### config.mk
export PLATFORM = sky130hd
export DESIGN_NAME = sleepy_module
export DESIGN_NICKNAME = d
export VERILOG_FILES = /design/src/rtl/sleepy_pkg.sv /design/src/rtl/sleepy_lfsr16.sv /design/src/rtl/sleepy_module.sv
export SDC_FILE = /design/constraint.sdc
export NUM_CORES = 1
export LEC_CHECK = 0
export CAP_MARGIN = 20
export CORE_ASPECT_RATIO = 1.75
export CORE_UTILIZATION = 59
export CTS_CLUSTER_DIAMETER = 100
export CTS_CLUSTER_SIZE = 30
export DETAILED_ROUTE_END_ITERATION = 6
export GPL_TIMING_DRIVEN = 1
export PLACE_DENSITY = 0.86
export SYNTH_ARGS = -nofsm -noshare
export SYNTH_HDL_FRONTEND = slang
export SYNTH_SLANG_ARGS = --single-unit
export TNS_END_PERCENT = 20
### constraint.sdc
create_clock -name clk -period 3.65 [get_ports clk]
set_input_delay 0.73 -clock clk [delete_from_list [all_inputs] [get_ports clk]]
set_output_delay 0.73 -clock clk [all_outputs]
set_load 0.1 [all_outputs]
### src/rtl/sleepy_pkg.sv
// Shared constants, waveform select codes and the noise LFSR step function
// for the sleepy_module oscillator block.
package sleepy_pkg;

    localparam logic [15:0] LFSR_DEFAULT_SEED = 16'hACE1;

    // Fibonacci taps; the new LSB is the XOR of these state bits
    localparam int unsigned LFSR_TAP_A = 15;
    localparam int unsigned LFSR_TAP_B = 13;
    localparam int unsigned LFSR_TAP_C = 12;
    localparam int unsigned LFSR_TAP_D = 10;

    localparam logic [7:0] UIO_OE_MASK = 8'hF0;
    localparam logic [7:0] MID_SCALE   = 8'h80;

    typedef enum logic [1:0] {
        WAVE_SAW   = 2'b00,
        WAVE_SQR   = 2'b01,
        WAVE_TRI   = 2'b10,
        WAVE_NOISE = 2'b11
    } wave_sel_e;

    function automatic logic [15:0] lfsr_step(input logic [15:0] l);
        return {l[14:0], l[LFSR_TAP_A] ^ l[LFSR_TAP_B] ^ l[LFSR_TAP_C] ^ l[LFSR_TAP_D]};
    endfunction

endpackage

### src/rtl/sleepy_lfsr16.sv
// 16-bit noise LFSR that advances one step whenever step is high.
module sleepy_lfsr16
    import sleepy_pkg::*;
#(
    parameter logic [15:0] SEED = LFSR_DEFAULT_SEED
) (
    input  logic        clk,
    input  logic        rst_n,
    input  logic        step,
    output logic [15:0] state
);

    always_ff @(posedge clk or negedge rst_n) begin
        if (!rst_n) begin
            state <= SEED;
        end else if (step) begin
            state <= lfsr_step(state);
        end
    end

endmodule

### src/rtl/sleepy_module.sv
// Low-rate oscillator: phase accumulator feeding a saw/square/triangle/noise
// generator, with a registered 8-bit sample, PWM rendering and a sleep mode.
module sleepy_module
    import sleepy_pkg::*;
#(
    parameter logic [15:0] LFSR_SEED = LFSR_DEFAULT_SEED,
    parameter int unsigned PHASE_W   = 16
) (
    input  logic       clk,
    input  logic       rst_n,
    input  logic       ena,
    input  logic [7:0] ui_in,
    input  logic [7:0] uio_in,
    output logic [7:0] uo_out,
    output logic [7:0] uio_out,
    output logic [7:0] uio_oe
);

    logic [PHASE_W-1:0] phase;
    logic [PHASE_W:0]   phase_sum;
    logic [PHASE_W-1:0] phase_next;
    logic               carry;
    logic [15:0]        lfsr;
    logic [15:0]        lfsr_next;
    logic               lfsr_adv;
    logic [7:0]         sample_q;
    logic [7:0]         wave;
    logic               wrap_q;
    logic [7:0]         pwm_cnt;
    logic               sleeping;
    wave_sel_e          sel;
    logic               unused_uio;

    assign sleeping   = uio_in[2] | ~ena;
    assign sel        = wave_sel_e'(uio_in[1:0]);
    assign unused_uio = ^uio_in[7:3];

    assign phase_sum  = {1'b0, phase} + {{(PHASE_W + 1 - 8){1'b0}}, ui_in};
    assign phase_next = phase_sum[PHASE_W-1:0];
    assign carry      = phase_sum[PHASE_W];
    assign lfsr_adv   = carry & ~sleeping;

    sleepy_lfsr16 #(
        .SEED(LFSR_SEED)
    ) u_lfsr (
        .clk  (clk),
        .rst_n(rst_n),
        .step (lfsr_adv),
        .state(lfsr)
    );

    // The sample is built from the post-edge LFSR value, so the step is mirrored here
    assign lfsr_next = lfsr_adv ? lfsr_step(lfsr) : lfsr;

    always_comb begin
        wave = MID_SCALE;
        case (sel)
            WAVE_SAW:   wave = phase_next[PHASE_W-1 -: 8];
            WAVE_SQR:   wave = phase_next[PHASE_W-1] ? '1 : '0;
            WAVE_TRI:   wave = phase_next[PHASE_W-1] ? ~phase_next[PHASE_W-2 -: 8]
                                                     :  phase_next[PHASE_W-2 -: 8];
            WAVE_NOISE: wave = lfsr_next[7:0];
            default:    wave = MID_SCALE;
        endcase
    end

    always_ff @(posedge clk or negedge rst_n) begin
        if (!rst_n) begin
            phase    <= '0;
            sample_q <= '0;
            wrap_q   <= 1'b0;
        end else if (sleeping) begin
            sample_q <= MID_SCALE;
            wrap_q   <= 1'b0;
        end else begin
            phase    <= phase_next;
            sample_q <= wave;
            wrap_q   <= carry;
        end
    end

    always_ff @(posedge clk or negedge rst_n) begin
        if (!rst_n) begin
            pwm_cnt <= '0;
        end else begin
            pwm_cnt <= pwm_cnt + 8'd1;
        end
    end

    assign uo_out  = sample_q;
    assign uio_out = {(pwm_cnt < sample_q), sleeping, wrap_q, phase[PHASE_W-1], 4'b0000};
    assign uio_oe  = UIO_OE_MASK;

endmodule

**Yosys cells after proc, flatten, opt, wreduce, memory -nomap -nowiden**

Cells that the tools add are included.

- Register bits: 49
- Bits of input ports: 19
- Output and inout bits: 24
- Word-level logic and storage cells: 27

- Multiplexer cells: 6
- Order comparisons: 1
- Add/sub/neg operators: 2
- Eq/ne operators: 3
- Reduce and logical (&&, ||, !) cells: 1
- Bitwise operators: 8

Operators with widths:

| cell | count |
|---|---|
| $mux 8 | 4 |
| $pmux 8 s4 | 1 |
| $add 16x8->17 | 1 |
| $add 8x1->8 const B | 1 |
| $lt 8x8->1 | 1 |
| $not 8->8 | 1 |
| $eq 2x2->1 const B | 2 |
| $xor 1x1->1 | 3 |
| $eq 2x1->1 const B | 1 |
| $logic_not 2->1 | 1 |
| $not 1->1 | 2 |
| $and 1x1->1 | 1 |
| $mux 1 | 1 |
| $or 1x1->1 | 1 |

**Depth between registers and ports, before layout**

Gate-level depths: netlist of run 1.

- Word-level depth: 7
- Depth in mapped cells: 10
- Gate-level depth less buffers: 9

**Cells and area by module**

Synthesis of run 1 repeated with hierarchy kept, for this count alone.

- Cell total of the unflattened synthesis: 291
- Area, all modules: 3085.5 um^2

By module, submodules not included:

| module | times used | sequential area each (um^2) | area each (um^2) | cells each |
|---|---|---|---|---|
| sleepy_module | 1 | 825.8 | 2409.8 | 253 |
| sleepy_lfsr16 | 1 | 410.4 | 675.6 | 38 |

**Worst setup path before layout of run 1**

OpenSTA, ideal clock, no wires.

- Path type: register to output
- Start: reg sample_q[1], in the netlist uo_out[1]
- End: out uio_out[7]
- Data arrival time: 2.624 ns
- Data required time: 2.920 ns
- Slack: 0.296 ns
- Path buffers: 0
- Cell stages (with the launch flop): 9
- Cell sequence: dfrtp_1 -> inv_1 -> ha_1 -> a21o_1 -> a21o_1 -> a21oi_1 -> nor2b_1 -> o21ai_0 -> a211o_1

- Cells in the longest elaborated chain, start to end: 1

Ends and longest elaborated chain:

| item | line | source |
|---|---|---|
| from (decl) | sleepy_module.sv:26 | `logic [7:0] sample_q;` |
| from (signal assigned) | sleepy_module.sv:77 | `sample_q <= wave;` |
| $lt 8x8->1 | sleepy_module.sv:91 | `assign uio_out = {(pwm_cnt < sample_q), sleeping, wrap_q, phase[PHASE_W-1], 4'b0000};` |
| to (decl) | sleepy_module.sv:15 | `output logic [7:0] uio_out,` |

Every way passes these cells.

**Worst setup path after layout of run 1**

- Start: in ui_in[0]
- End: reg sample_q[2], in the netlist uo_out[2]

- Cells in the longest elaborated chain, start to end: 5
- Elaborated cells between the ends (all ways): 8
- Classes of those cells: add/sub (1); mux (5); bitwise (2)

Ends and longest elaborated chain:

| item | line | source |
|---|---|---|
| from (decl) | sleepy_module.sv:12 | `input logic [7:0] ui_in,` |
| $add 16x8->17 (*) | sleepy_module.sv:38 | `assign phase_sum = {1'b0, phase} + {{(PHASE_W + 1 - 8){1'b0}}, ui_in};` |
| $and 1x1->1 / $not 8->8 (equally long branches) | sleepy_module.sv:41, sleepy_module.sv:60 |  |
| $mux 8, on equally long branches | sleepy_module.sv:53, sleepy_module.sv:60 |  |
| $pmux 8 s4 (*) | sleepy_module.sv:57 | `case (sel)` |
| $mux 8 (*) | sleepy_module.sv:72 | `end else if (sleeping) begin` |

Mark *: on every way between the ends. The rest lies on a longest branch, timed or not.
A chain may end at the register's enable or synchronous reset.

==> reports/results.tsv, run 1 <==
metric	value	unit
status	finished, final reports clean	
drc_errors	0	
synthAdderAreaFrac	7.48	%
max_cap_violations	0	
powerDensity	542	nW/um^2
io_buffers	25	
peakVddDrop	0.536	mV
cts-root-buf	clkbuf_8	
synth_compound_area_share	15.1	%
hold_viol	0	
grt_antenna_before_repair	0	
wl	5410	um
place_congestion	0.918	
clk_pin_slew	0.08	ns
cts_made_buffers	5	
detail_route.wl_per_cell	14.9	um
required	3.88	ns
post-cts-setup-buffers	0	
worst-setup-path-type	input port to flip-flop	
slew-limit-headroom	35.1	%
layout.nets	346	
dieArea	5290	um^2
cp_slowest_stage_delay	0.45	ns
synthToLayoutAreaGrowth	12.4	%
n_antenna_cell	0	
worstMarginPinSlew	0.970	ns
gr-total-overflow	0	
syn_area_per_cell	10.4	um^2
n_fill_cell	361	
grt_pass1_vias	2084	
max_freq	0.316	GHz
worstPathArrival	3.40	ns
crit_chain	clkdlybuf4s50_1, ha_1, fa_1, a211oi_2, o21ai_2, o21ai_0, buf_4, xnor2_1, a2bb2o_4, a311o_1, a21oi_1	
routed_via_density	5.64	
grt_max_degree	50	
synth_xor_area_share	10.7	%
fin_skew	0.00370	ns
synth_common_cells	nand2_1 (43), dfrtp_1 (41), xnor2_1 (24), ha_1 (16), buf_4 (15)	
rsz0062_at_grt	no	
timing.hold.ws	0.254	ns
cts.htree.levels	2	
dr.first_iter.drc_count	50	
reg2regPathDepth	10	
crit_fanout	5	
postCtsHoldBufs	0	
drtPass1Iterations	4	
cts_tree	built	
yosysUniqueCellTypes	58	
timing.rr.start	phase[0]	
antenna_left	0	
synth_area	2950	um^2
synth_top_area_share	34.8	%
drv_slew	0	
rows	33	
initial_core_util	62.0	%
crit_path_end_kind	flip-flop	
multiInputGateArea	1550	um^2
insertion_delay	0.30	ns
core	4750	um^2
via_count	2047	
synthMuxAreaShare	5.35	%
synth_top_cell_by_area	dfrtp_1	
synth_top_family_by_area	compound AO/OA/AOI/OAI gates	
startpoint_type	input port	
clockBufferDepth	2	
hold_path_class	input port to async pin	
cts.sink_count	49	
setup_viol	0	
fp.dieW	55.4	um
leakagePower	0.00153	uW
pin_count	43	
seq_area_frac_synth	42.0	%
ys_warn_count	0	
track_usage	23.0	%
synth_edf_count	0	
regArea	1240	um^2
hpwl	4190	um
fin_crit_sh	86.7	%
yosysMostFrequentCell	nand2_1	
drive_gt1_share	15.1	%
grt_pass1_wl	9360	um
async_flop_share	100	%
cts_resized	0	
finalSetupTns	0	ns
rr_endpoint	uo_out[2]	
slowest_stage	fa_1	
min_period	3.17	ns
worst-r2r-setup-slack	0.94	ns
yosys.area_share.simple	12.7	%
dieHeight	95.5	um
synth_area_leaders	dfrtp_1 (35%), dfstp_2 (7.1%), xnor2_1 (7.1%)	
synth_seq_cells	49	
synth_ff_type	dfrtp_1	
synth_cells	284	
-- cells by family after synthesis --
logic type,after synthesis
adders and majority gates,17
muxes,14
and+or+nand+nor,76
buffers and inverters,35
AOI/OAI and AO/OA,56
other,2
xor gates and xnor gates,35
DFF,49
-- routing by layer --
layer,vias to the layer above,routed length (um),track usage [%]
li1,999,-,-
met1,993,2080,23.6
met2,38,3000,43.9
met3,17,100,2.85
met4,0,226,13.8
met5,-,0,0
-- critical path: cells and delay by family --
| kind | cells | cell delay (ns) |
|---|---|---|
| xor+xnor | 1 | 0.11 |
| buf+inv | 2 | 0.58 |
| fa+ha+maj | 2 | 0.69 |
| compound gates | 6 | 1.28 |
-- layout by cell type (no fill, tap or decap), types with 9 or more instances in the layout --
master	Yosys	routed
nand2_1	43	43
dfrtp_1	41	41
xnor2_1	24	24
clkdlybuf4s50_1	0	21
ha_1	16	16
inv_1	14	14
conb_1	2	12
xor2_1	10	10
nor2_1	9	9
o21ai_0	9	9
-- how the worst max path moves through the flow --
stage	start	endpoint	cells after the start
after floorplan	uo_out[1]	uio_out[7]	8
after global placement	ui_in[0]	uo_out[1]	10
after detailed placement	ui_in[0]	uo_out[1]	10
after CTS	ui_in[0]	uo_out[6]	10
after global routing	ui_in[0]	uo_out[0]	11
final	ui_in[0]	uo_out[2]	11
-- report_power, final --
part / switching [uW] / internal (uW) / total, uW
clock: 174 / 223 / 397
sequential: 71.7 / 609 / 680
combinational: 447 / 269 / 716
total: 693 / 1100 / 1790
-- metrics by stage --
stage	instance area, um^2	worst slack, ns	instances	total power, uW	util [%]
after CTS	3290	0.466	362	1800	69.3
after floorplan	2980	0.296	294	1270	-
after global routing	3310	0.319	363	1890	69.7
final	3310	0.485	363	1790	69.7
after global placement	3180	0.206	354	1370	66.9
after detailed placement	3180	0.149	354	1400	66.9
-- sequential cells by signal (all words and copies together) (netlist names) --
register      flops
pwm_cnt           8
u_lfsr.state     16
phase            16
uo_out            8
wrap_q            1
-- final cells by class --
type / count / share of cell area [%]
Sequential cell: 49 / 37.3
Clock inverter: 1 / 0.907
Tap cell: 52 / 1.96
Clock buffer: 7 / 2.61
Inverter: 14 / 1.59
Multi-Input combinational cell: 210 / 46.9
Timing Repair Buffer: 30 / 8.69
(Power assumes the default switching activity.)
==> run 2, diff against run 1 <==
--- a/config.mk
+++ b/config.mk
@@ -7,12 +7,12 @@
 export LEC_CHECK = 0
 export CAP_MARGIN = 20
 export CORE_ASPECT_RATIO = 1.75
-export CORE_UTILIZATION = 59
+export CORE_UTILIZATION = 49
 export CTS_CLUSTER_DIAMETER = 100
 export CTS_CLUSTER_SIZE = 30
 export DETAILED_ROUTE_END_ITERATION = 6
 export GPL_TIMING_DRIVEN = 1
-export PLACE_DENSITY = 0.86
+export PLACE_DENSITY = 0.76
 export SYNTH_ARGS = -nofsm -noshare
 export SYNTH_HDL_FRONTEND = slang
 export SYNTH_SLANG_ARGS = --single-unit
==> constraint.sdc (replaced) <==
create_clock -name clk -period 2.65 [get_ports clk]
set_input_delay 0.53 -clock clk [delete_from_list [all_inputs] [get_ports clk]]
set_output_delay 0.53 -clock clk [all_outputs]
set_load 0.1 [all_outputs]
==> run 2 against run 1 <==
  * Critical path depth fell by 1
  * Sequential share of layout area fell by 4.4 points
  * Cell count rose by 18%
  * Non-clock buffer count rose by 39
  * Count of clock-buffer cells in the layout fell by 2
  * First-iteration DRC count rose by 8.0%
==> reports/results.tsv, run 2 (same netlist as run 1, synthesis figures left out) <==
metric	value	unit	change
startpoint_type	input port		
io_buffers	25		unchanged
reg_top3	phase: 16 flops, u_lfsr.state: 16 flops		
worst-r2r-setup-slack	0.20	ns	-0.74 ns
cts.sink_count	49		unchanged
rows	37		+12%
required	2.89	ns	-0.99 ns
clk_pin_slew	0.09	ns	about the same
layout.nets	385		+11%
clockBufferDepth	2		unchanged
initial_core_util	50.5	%	-12 points
cts.htree.levels	2		unchanged
insertion_delay	0.31	ns	about the same
rr_endpoint	uo_out[5]		
cp-endpoint	uo_out[2]		
hold_path_class	input port to async pin		
peakVddDrop	0.509	mV	-5.0%
via_count	2229		+8.9%
timing.rr.start	phase[0]		
hold_viol	0		unchanged
min_period	2.57	ns	
grt_antenna_before_repair	0		unchanged
place_inst	417		+18%
drive_gt1_share	33.1	%	+18 points
core	5830	um^2	+23%
regArea	1240	um^2	+0.20%
fin_cells	428		+18%
cts-root-buf	clkbuf_8		
routed_via_density	5.21		-7.6%
detail_route.wl_per_cell	14.4	um	-3.2%
drc_errors	0		unchanged
crit_path_end_kind	flip-flop		
setup_viol	0		unchanged
powerDensity	712	nW/um^2	+31%
dieHeight	105	um	+9.5%
fp.dieW	60.6	um	+9.4%
grt_pass1_wl	10000	um	+7.2%
worst-setup-path-type	input port to flip-flop		
antenna_left	0		unchanged
hpwl	4580	um	+9.4%
leakagePower	0.00180	uW	+17%
grt_pass1_vias	2357		+13%
n_antenna_cell	0		unchanged
reg2regPathDepth	9		-1
drv_slew	0		unchanged
layout_commonest_cell	buf_4		
synthToLayoutAreaGrowth	27.8	%	
grt_max_degree	50		unchanged
status	finished, final reports clean		
drtPass1Iterations	4		unchanged
fin_skew	0.00526	ns	+0.00156 ns
finalSetupTns	0	ns	unchanged
most-common-layout-cells	buf_4 (50), nand2_1 (42), dfrtp_1 (39), xnor2_1 (24), inv_1 (14)		
dieArea	6340	um^2	+20%
wl	6170	um	+14%
worstPathArrival	2.81	ns	-0.59 ns
cts_made_buffers	5		unchanged
max_freq	0.389	GHz	
cts_tree	built		
place_area	3500	um^2	+10%
place_congestion	0.893		-2.7%
gr-total-overflow	0		unchanged
pin_count	43		unchanged
crit_fanout	5		unchanged
dr.first_iter.drc_count	54		+8.0%
fin_area	3760	um^2	+14%
track_usage	21.0	%	-2.0 points
rsz0062_at_grt	yes		
n_fill_cell	489		+35%
multiInputGateArea	1680	um^2	+8.2%
cp-startpoint	ui_in[4]		
max_cap_violations	0		unchanged
fin_crit_sh	97.1	%	
## run 2: cell type report
class / count / share of cell area (%)
Multi-Input combinational cell: 210 / 44.7
Inverter: 14 / 1.40
Sequential cell: 49 / 32.9
Tap cell: 78 / 2.59
Timing Repair Buffer: 69 / 16.1
Clock inverter: 3 / 0.565
Clock buffer: 5 / 1.83
## run 2: worst min path at each step
| stage | endpoint | start | depth (start not counted) | slack (ns) |
|---|---|---|---|---|
| after floorplan | phase[0] | rst_n | 0 | 0.23 |
| after global placement | u_lfsr.state[15] | u_lfsr.state[14] | 2 | 0.45 |
| after detailed placement | u_lfsr.state[10] | u_lfsr.state[9] | 2 | 0.46 |
| after CTS | phase[7] | rst_n | 2 | 0.20 |
| after global routing | pwm_cnt[4] | rst_n | 2 | 0.21 |
| final | pwm_cnt[4] | rst_n | 2 | 0.18 |
## run 2: repair_timing
action,in CTS,in global routing
pin swaps,3,14
setup endpoints to repair,8,9
hold buffers,0,0
setup buffers,0,3
gates resized for setup,7,26
## run 2: critical path, stage by stage
cell             delay, ns
clkdlybuf4s50_1       0.40
ha_1                  0.29
and2_4                0.18
nand3b_4              0.10
a21o_4                0.24
a211oi_4              0.28
xnor2_2               0.17
buf_4                 0.17
a311o_1               0.34
a21oi_1               0.10
## run 2: per-layer routing
metal  share of wire (%)  GRT usage, %  vias to the layer above  wire [um]
met5                   0             0                        -          0
met4                 4.9          12.0                        0        301
met3                 2.7          2.60                       25        165
met2                  54          38.6                       60       3360
met1                  38          21.0                     1065       2350
li1                    -             -                     1079          -
## run 2: report_power, final
part           internal [uW]  leakage [uW]  switching, uW
registers                839      0.000609            107
clock network            188     0.0000445            262
logic                    579       0.00115            707
total                   1610       0.00180           1080
## run 2: metrics by stage
step                      total power, uW  hold slack, ns  setup WS [ns]  utilization (%)
final                                2680           0.183         0.0766             64.5
after global routing                 2850           0.210        -0.0243             64.5
after CTS                            2620           0.200        -0.0160             62.1
after detailed placement             2150           0.456         -0.447             60.1
after global placement               2110           0.446         -0.399             60.1
after floorplan                      1740           0.234        0.00800                -
